[config.mk]
export PLATFORM = sky130hd
export DESIGN_NAME = sub_reservation_station
export DESIGN_NICKNAME = d
export VERILOG_FILES = /design/src/rtl/sub_reservation_station.sv
export SDC_FILE = /design/constraint.sdc
export NUM_CORES = 1
export LEC_CHECK = 0
export ABC_AREA = 0
export ABC_CLOCK_PERIOD_IN_PS = 14800
export CELL_PAD_IN_SITES_DETAIL_PLACEMENT = 2
export CELL_PAD_IN_SITES_GLOBAL_PLACEMENT = 2
export CORE_MARGIN = 8
export CORE_UTILIZATION = 40
export CTS_CLUSTER_SIZE = 8
export DETAILED_ROUTE_END_ITERATION = 16
export PLACE_DENSITY_LB_ADDON = 0.1
export REMOVE_ABC_BUFFERS = 1
export SYNTH_ARGS = -nofsm -noshare
export SYNTH_HDL_FRONTEND = slang
export SYNTH_SLANG_ARGS = --single-unit
[constraint.sdc]
create_clock -name clk -period 14.8 [get_ports clk]
set_input_delay 2.96 -clock clk [delete_from_list [all_inputs] [get_ports clk]]
set_output_delay 2.96 -clock clk [all_outputs]
set_load 0.02 [all_outputs]
[src/rtl/sub_reservation_station.sv]
// sub_reservation_station
// Holds decoded subtract operations until both source operands are valid,
// snooping the CDB for missing operands, and dispatches the oldest ready
// entry (one per cycle) as a registered ReservationStation record.
//
// Ports:
//   clk, RSTN_N           clock, async active-low reset
//   issue_valid/ready     issue handshake; ready = a free entry exists
//   issue_alu1/2          source tags (0 = value already valid)
//   issue_value1/2        operand values
//   issue_dest            destination tag of the operation
//   cdb_valid/tag/value   common data bus broadcast
//   exec_ready            Sub unit can take a dispatch this cycle
//   rstation              registered dispatched record (busy=0 when idle)
//   dispatch_dest         destination tag of the record on rstation
//   occupancy             number of busy entries

package sub_rs_pkg;
    typedef struct packed {
        logic        busy;
        logic [7:0]  alu1;
        logic [7:0]  alu2;
        logic [31:0] value1;
        logic [31:0] value2;
    } ReservationStation;
endpackage

module sub_reservation_station
    import sub_rs_pkg::*;
#(
    parameter int DEPTH = 4,
    parameter int AGE_W = 4
) (
    input  logic                         clk,
    input  logic                         RSTN_N,
    input  logic                         issue_valid,
    output logic                         issue_ready,
    input  logic [7:0]                   issue_alu1,
    input  logic [7:0]                   issue_alu2,
    input  logic [31:0]                  issue_value1,
    input  logic [31:0]                  issue_value2,
    input  logic [7:0]                   issue_dest,
    input  logic                         cdb_valid,
    input  logic [7:0]                   cdb_tag,
    input  logic [31:0]                  cdb_value,
    input  logic                         exec_ready,
    output ReservationStation            rstation,
    output logic [7:0]                   dispatch_dest,
    output logic [$clog2(DEPTH+1)-1:0]   occupancy
);
    localparam int OCC_W = $clog2(DEPTH + 1);
    localparam int IDX_W = $clog2(DEPTH);
    localparam logic [OCC_W-1:0] DEPTH_C = OCC_W'(DEPTH);

    logic [DEPTH-1:0] busy_q;
    logic [7:0]       alu1_q   [DEPTH];
    logic [7:0]       alu2_q   [DEPTH];
    logic [31:0]      value1_q [DEPTH];
    logic [31:0]      value2_q [DEPTH];
    logic [7:0]       dest_q   [DEPTH];
    logic [AGE_W-1:0] age_q    [DEPTH];

    logic [OCC_W-1:0] occ_c;
    logic             free_found;
    logic [IDX_W-1:0] free_idx;
    logic             sel_found;
    logic [IDX_W-1:0] sel_idx;
    logic [AGE_W-1:0] sel_age;
    logic             do_issue;
    logic             do_disp;
    logic             byp1;
    logic             byp2;

    always_comb begin
        occ_c      = '0;
        free_found = 1'b0;
        free_idx   = '0;
        for (int i = 0; i < DEPTH; i++) begin
            occ_c = occ_c + OCC_W'(busy_q[i]);
            if (!busy_q[i] && !free_found) begin
                free_found = 1'b1;
                free_idx   = IDX_W'(i);
            end
        end
    end

    // Strict '>' keeps the lowest index on equal (e.g. saturated) ages.
    always_comb begin
        sel_found = 1'b0;
        sel_idx   = '0;
        sel_age   = '0;
        for (int i = 0; i < DEPTH; i++) begin
            if (busy_q[i] && alu1_q[i] == 8'd0 && alu2_q[i] == 8'd0 &&
                (!sel_found || age_q[i] > sel_age)) begin
                sel_found = 1'b1;
                sel_idx   = IDX_W'(i);
                sel_age   = age_q[i];
            end
        end
    end

    assign occupancy   = occ_c;
    assign issue_ready = RSTN_N && (occ_c < DEPTH_C);
    assign do_issue    = issue_valid && issue_ready;
    assign do_disp     = exec_ready && sel_found;
    assign byp1        = cdb_valid && issue_alu1 != 8'd0 && issue_alu1 == cdb_tag;
    assign byp2        = cdb_valid && issue_alu2 != 8'd0 && issue_alu2 == cdb_tag;

    always_ff @(posedge clk or negedge RSTN_N) begin
        if (!RSTN_N) begin
            busy_q        <= '0;
            rstation      <= '0;
            dispatch_dest <= '0;
            for (int i = 0; i < DEPTH; i++) begin
                alu1_q[i]   <= '0;
                alu2_q[i]   <= '0;
                value1_q[i] <= '0;
                value2_q[i] <= '0;
                dest_q[i]   <= '0;
                age_q[i]    <= '0;
            end
        end else begin
            for (int i = 0; i < DEPTH; i++) begin
                if (busy_q[i]) begin
                    if (do_disp && sel_idx == IDX_W'(i)) begin
                        busy_q[i] <= 1'b0;
                    end else if (age_q[i] != '1) begin
                        age_q[i] <= age_q[i] + 1'b1;
                    end
                    if (cdb_valid && alu1_q[i] != 8'd0 && alu1_q[i] == cdb_tag) begin
                        alu1_q[i]   <= 8'd0;
                        value1_q[i] <= cdb_value;
                    end
                    if (cdb_valid && alu2_q[i] != 8'd0 && alu2_q[i] == cdb_tag) begin
                        alu2_q[i]   <= 8'd0;
                        value2_q[i] <= cdb_value;
                    end
                end else if (do_issue && free_idx == IDX_W'(i)) begin
                    busy_q[i]   <= 1'b1;
                    age_q[i]    <= '0;
                    dest_q[i]   <= issue_dest;
                    alu1_q[i]   <= byp1 ? 8'd0 : issue_alu1;
                    alu2_q[i]   <= byp2 ? 8'd0 : issue_alu2;
                    value1_q[i] <= byp1 ? cdb_value : issue_value1;
                    value2_q[i] <= byp2 ? cdb_value : issue_value2;
                end
            end

            if (do_disp) begin
                rstation.busy   <= 1'b1;
                rstation.alu1   <= 8'd0;
                rstation.alu2   <= 8'd0;
                rstation.value1 <= value1_q[sel_idx];
                rstation.value2 <= value2_q[sel_idx];
                dispatch_dest   <= dest_q[sel_idx];
            end else begin
                rstation      <= '0;
                dispatch_dest <= 8'd0;
            end
        end
    end
endmodule

* After elaboration in Yosys (flattened, before gate mapping) *
Cells that the tools add are included.

word-level totals
  register bits after elaboration = 461
  bits of input ports = 133
  output and inout bits = 93
  logic and storage cells = 287

cells by class
  add/subtract/negate cells = 7
  magnitude comparators = 5
  equal/unequal tests = 36
  muxes and demuxes = 107
  bitwise logic cells = 5
  reduce and logical (&&, ||, !) cells = 96

operators by type and width
  kind                                                                   count
  32-bit 2-to-1 mux                                                      30
  8-bit 2-to-1 mux                                                       29
  32-bit binary-select mux with 2-bit select                             2
  81-bit 2-to-1 mux                                                      1
  8-bit equality test                                                    10
  8-bit nonzero test                                                     10
  4-bit 2-to-1 mux                                                       19
  8-bit zero test                                                        8
  1-bit logical AND                                                      45
  2-bit by 1-bit != test with 1-bit output, second input constant        12
  2-bit AND reduction                                                    12
  1-bit 2-to-1 mux                                                       21
  4-bit by 1-bit adder with 4-bit output, second input constant          4
  8-bit binary-select mux with 2-bit select                              1
  4-bit != test, second input constant                                   4
  4-bit > comparator                                                     3
  3-bit AND reduction                                                    4
  2-bit equality test, second input constant                             4
  1-bit zero test                                                        8
  2-bit 2-to-1 mux                                                       4
  2-bit != test, second input constant                                   4
  2-bit nonzero test                                                     4
  2-bit by 1-bit equality test with 1-bit output, second input constant  2
  2-bit zero test                                                        2
  other kinds (8)                                                        13

* Depth between registers and ports, before layout *
  word-level depth = 21
  mapped depth = 27
  gate-level depth less buffers = 23

* Least setup slack after synthesis *
OpenSTA, ideal clock, no wires.

  path kind = reg2reg
  start point = register alu2_q[29] (netlist name)
  end point = register age_q[10] (netlist name)
  library setup time = 0.099 ns
  arrival time = 6.766 ns
  data required time = 14.701 ns
  path slack = 7.934 ns
  cell stages (with the launch flop) = 27
  path buffers = 3
  period minus slack after synthesis = 6.866 ns
  cell sequence = dfrtp_1 or4_1 or4_4 nor2_2 nand2_1 ha_1 a21oi_1 nand3_1 a211oi_2 nor2_1 buf_2 mux2_4 ha_1 nand4b_1 and3_1 or2_2 a21oi_2 buf_2 mux2_2 ha_1 and3b_1 a2111oi_0 o41ai_1 or4b_1 buf_2 and3_1 a311oi_1

on the way
  cells in the longest elaborated chain, start to end = 19
  elaborated cells between the ends (all ways) = 29
  classes of those cells = order compare (3); eq/ne (2); mux (10); reduce/logical (14)

ends and longest elaborated chain
  what                                                                                 RTL line  source
  start: declaration                                                                   57        logic [7:0] alu2_q [DEPTH];
  start signal: indexed assignment                                                     143       alu2_q[i] <= byp2 ? 8'd0 : issue_alu2;
  8-bit zero test (*)                                                                  93        if (busy_q[i] && alu1_q[i] == 8'd0 && alu2_q[i] == 8'd0 &&
  1-bit logical AND (*)                                                                93
  4-bit 2-to-1 mux or 1-bit 2-to-1 mux (tied branches)                                 93
  4-bit > comparator or 1-bit zero test (tied branches)                                94        (!sel_found || age_q[i] > sel_age)) begin
  1-bit logical OR                                                                     94
  1-bit logical AND                                                                    93
  4-bit 2-to-1 mux or 1-bit 2-to-1 mux (tied branches)                                 93
  4-bit > comparator or 1-bit zero test (tied branches)                                94
  (+3 left out)                                                                        n/a
  4-bit > comparator or 1-bit zero test (tied branches)                                94
  1-bit logical OR                                                                     94
  1-bit logical AND                                                                    93
  2-bit 2-to-1 mux or 1-bit 2-to-1 mux (tied branches)                                 93
  2-bit by 1-bit equality test with 1-bit output or 1-bit logical AND (tied branches)  125, 105
  1-bit logical AND (*)                                                                125       if (do_disp && sel_idx == IDX_W'(i)) begin
  2-bit != test (no line) (*)                                                          n/a
  3-bit AND reduction (no line) (*)                                                    n/a
  end signal: indexed assignment                                                       128       age_q[i] <= age_q[i] + 1'b1;
  end: declaration                                                                     61        logic [AGE_W-1:0] age_q [DEPTH];

Every way passes the cells marked *; elsewhere a longest branch is shown, timed or not.
A chain may end at the register's enable or synchronous reset.

* Worst setup path after layout *
  start point = register alu2_q[24] (netlist name)
  end point = register age_q[12] (netlist name)

on the way
  cells in the longest elaborated chain, start to end = 19
  elaborated cells between the ends (all ways) = 29
  classes of those cells = order compare (3); eq/ne (1); mux (10); reduce/logical (15)

ends and longest elaborated chain
  what                                                   RTL line
  8-bit zero test (*)                                    93
  1-bit logical AND (*)                                  93
  4-bit 2-to-1 mux or 1-bit 2-to-1 mux (tied branches)   93
  4-bit > comparator or 1-bit zero test (tied branches)  94
  1-bit logical OR                                       94
  1-bit logical AND                                      93
  4-bit 2-to-1 mux or 1-bit 2-to-1 mux (tied branches)   93
  4-bit > comparator or 1-bit zero test (tied branches)  94
  (+3 left out)                                          n/a
  4-bit > comparator or 1-bit zero test (tied branches)  94
  1-bit logical OR                                       94
  1-bit logical AND                                      93
  2-bit 2-to-1 mux or 1-bit 2-to-1 mux (tied branches)   93
  2-bit zero test or 1-bit logical AND (tied branches)   125, 105
  1-bit logical AND (*)                                  125
  2-bit != test (no line) (*)                            n/a
  3-bit AND reduction (no line) (*)                      n/a

Marks and branches as above.

==> key figures <==
Synth
  – Avg Cell Area, Syn: slightly above 10 µm²
  – Synth Register Bits: approximately 450
  – Top cell type's share of synthesized area: 50.76%
  – Mapped Area: 21940 µm²
  – Synth Flop Type: dfrtp_1
  – Sequential fraction of the synthesis area: 50.76%
  – Warning count from the yosys run: 0
  – Largest area contributor in the netlist: dfrtp_1
  – Area contributors post-synth: dfrtp_1, mux2i_1, nand2_1, o21ai_0, mux2_2
  – Post-synth EDFFs: 0
  – Async SR Flop Fraction: between 90% and 100%
  – Cell count after synthesis: between 2000 and 2500
  – Distinct cells, synth: 77

Clocking
  – CTS root buffer: clkbuf_16
  – CTS tree: built
  – Hold-fix buffers, CTS: 0
  – Setup Buffers After CTS: 0
  – Max Root-Sink Buffers: 3
  – Post-CTS Resized: 0
  – CTS Buf Count: between 60 and 70
  – Clk_lat worst skew: 600 ps
  – Reg clk slew, reported paths: 50 ps
  – Clock sinks: approximately 450
  – Max H-tree Level: 3

Floorplanning
  – Die area: between 60000 and 70000 µm²
  – CORE AREA: 54660 µm²
  – Initial Util: between 40% and 50%
  – Die height: approximately 250 µm
  – Row cnt: 86
  – Die width: between 200 and 300 µm
  – # IOs: approximately 230

Detailed routing
  – Top Metal Used: met5
  – Met3 WL: 2860 µm
  – Avg WL per Cell: approximately 28 µm
  – Initial detailed-routing violation count: approximately 780
  – Drt drc: 0
  – WL met2: 41310 µm
  – Final ANT Viol Nets: 0
  – Final WL: between 80000 and 90000 µm
  – Drt first pass iters: 5
  – Via count: around 18000
  – Via density: about 6
  – WL met1: 35950 µm

Worst setup path
  – Worst EP required: roughly 15000 ps
  – CP arrival: between 9000 and 10000 ps
  – Worst-path fanout max: 65
  – CP Capture Type: register
  – Path type of the worst setup path: register to register
  – CP startpoint kind: register

Layout
  – Layout cells sized above 1: 9.385%
  – Area delta synth->final: 21.20%
  – Finished Layout Cells: 2997
  – Final core utilization: 48.65%
  – FF/Latch Area: 11140 µm²
  – Multi-input logic area: about 10000 µm²
  – Nets: around 2400
  – Final instance area: 26590 µm²
  – Fillcell total: 5559

STA
  – Final worst slack: 5788 ps
  – Unrepaired setup endpoints after global routing: no
  – Hold Fails Final Rpt: 0
  – Fmax: between 0.1 and 0.15 GHz
  – Endpoints failing setup: 0
  – Tmin final: between 9000 and 10000 ps
  – Slew Limit Fails: 0
  – Final period util: 60.89%
  – Clk_skew: about 19 ps
  – Post-Route Setup TNS: 0 ps
  – Max_slew headroom: around 22%
  – Worst slew pin tran: roughly 1200 ps

Place
  – Dpl ws: between 5000 and 6000 ps
  – Post-Place Cells: 2918
  – Hpwl dp: roughly 50000 µm
  – GPL Wtd Cong: around 0.85
  – Port Buffers: between 200 and 250
  – Placement-stage cell area: 24760 µm²

Pwr
  – Pwr Density: approximately 190 nW/µm²
  – Pleak: approximately 11 nW
  – Clock Power Share: about 28%
  – Internal: between 3 and 4 mW
  – Switching Share: 36.57%
  – Sequential Power Share: approximately 40%
  – Switch Pwr: approximately 1.9 mW
  – Worst vdd rail ir drop: about 0.13 mV
  – Comb pwr share: a little under a third

Global route
  – First-pass GRT wire length: around 130000 µm
  – Largest net degree at the start of global routing: roughly 140
  – Vias in the first global route: about 21000
  – Grt ovf: 0
  – Tot GR Track Use: a little over a quarter
  – Initial antenna violation count: 4

Run status
  – Outcome: complete, no violations

Hold path
  – Class of the worst hold path: register to register

Job
  – Max-cap violations: 0
area by class of cell:
type / count / share of cell area, %
clock inverter: 5 / 0.2635
clock buffer: 72 / 6.611
multi-input combinational: 1466 / 38.16
sequential: 445 / 41.88
antenna: 2 / 0.01882
timing repair buffer: 244 / 8.921
tap: 704 / 3.312
inverter: 59 / 0.8328
worst max-delay path, stage by stage, from the launching register on:
cell and delay [ps]:
dfrtp_1 400, or4_1 590, or4_4 590, nor2_2 260, nand2_1 120, ha_1 360
nand3_1 120, nand3_1 150, a211oi_2 110, nor2_4 470, mux2_2 440, ha_1 340
nand4b_1 120, and3_1 170, or2_2 340, a21oi_4 520, mux2_2 420, ha_1 320
and3b_1 170, a2111oi_0 870, o41a_1 370, o2111a_4 390, buf_4 820, nor4_1 110
a211o_1 300
path summary, 6_finish.rpt:
check	to	slack, ps	depth (start not counted)	start
hold reg to reg	value2_q[30]	480	2	value2_q[30]
hold / removal	value2_q[30]	480	2	value2_q[30]
setup reg to reg	age_q[12]	5790	24	alu2_q[24]
max in group asynchronous	value1_q[82]	10100	3	RSTN_N
min in group asynchronous	alu2_q[9]	2360	1	RSTN_N
setup / recovery	age_q[12]	5790	24	alu2_q[24]
kinds of logic (layout without fill, tap and decap cells):
group	count (synthesis)	in the layout	synth area share, %
compound gates	551	551	16.73
xor+xnor	71	71	2.834
fa+ha+maj	22	22	1.289
buf+inv	223	380	4.363
flops	445	445	50.76
mux	296	296	13.93
other cells	1	18	0.01709
simple gates	510	510	10.08
state kept, by name, summed over array words and instances (netlist names):
signal,count
alu2_q,32
value1_q,128
rstation,65
dispatch_dest,8
alu1_q,32
dest_q,32
age_q,16
busy_q,4
value2_q,128
stage by stage:
step           hold WS [ps]  power, mW
5_1_grt               503.4      5.346
6_report              479.1      5.067
4_1_cts               477.3      5.098
3_3_place_gp          457.6      3.520
3_5_place_dp          465.2      3.655
2_1_floorplan         445.5      3.038
cell usage in the layout (no fill, tap or decap), types with 9 or more instances in the layout:
cell type	instances
dfrtp_1	445
nand2_1	345
mux2i_1	224
o21ai_0	216
clkdlybuf4s50_1	208
a32oi_1	72
clkbuf_16	69
mux2_2	66
inv_1	58
nor2_1	49
xnor2_1	47
a22oi_1	42
a22o_1	42
o21ai_1	40
a21oi_1	38
buf_4	34
o221ai_1	32
xor2_1	24
ha_1	21
or4_1	16
nand3_1	16
conb_1	16
nand4_1	15
nor4_1	14
nor3_1	12
nor2_4	9
a32o_1	9
metal layers:
layer  vias up  global-route usage, %
met3       206                  4.529
met1      9558                  32.74
met4         4                  9.877
li1       7959                      -
met2       390                  45.65
met5         -                      0
Yosys cell counts (16+ instances only):
library cell,instances
or4_1,16
o21ai_0,216
mux2_2,66
inv_1,58
o21ai_1,41
ha_1,21
mux2i_1,224
nand3_1,16
o221ai_1,32
xnor2_1,47
a22o_1,42
dfrtp_1,445
a32oi_1,72
nor2_1,58
buf_2,39
a21oi_1,42
buf_4,17
a22oi_1,42
clkbuf_1,101
xor2_1,24
nand2_1,346
power groups by stage:
| stage | sequential (mW) | combinational (mW) | clock (mW) |
|---|---|---|---|
| 6_report | 2.07 | 1.60 | 1.39 |
| 2_1_floorplan | 1.95 | 1.09 | 0 |
| 3_5_place_dp | 2.07 | 1.59 | 0 |
| 3_3_place_gp | 2.03 | 1.49 | 0 |
| 5_1_grt | 2.12 | 1.76 | 1.46 |
| 4_1_cts | 2.06 | 1.62 | 1.42 |
No activity file was read; power rests on OpenSTA's default activity.
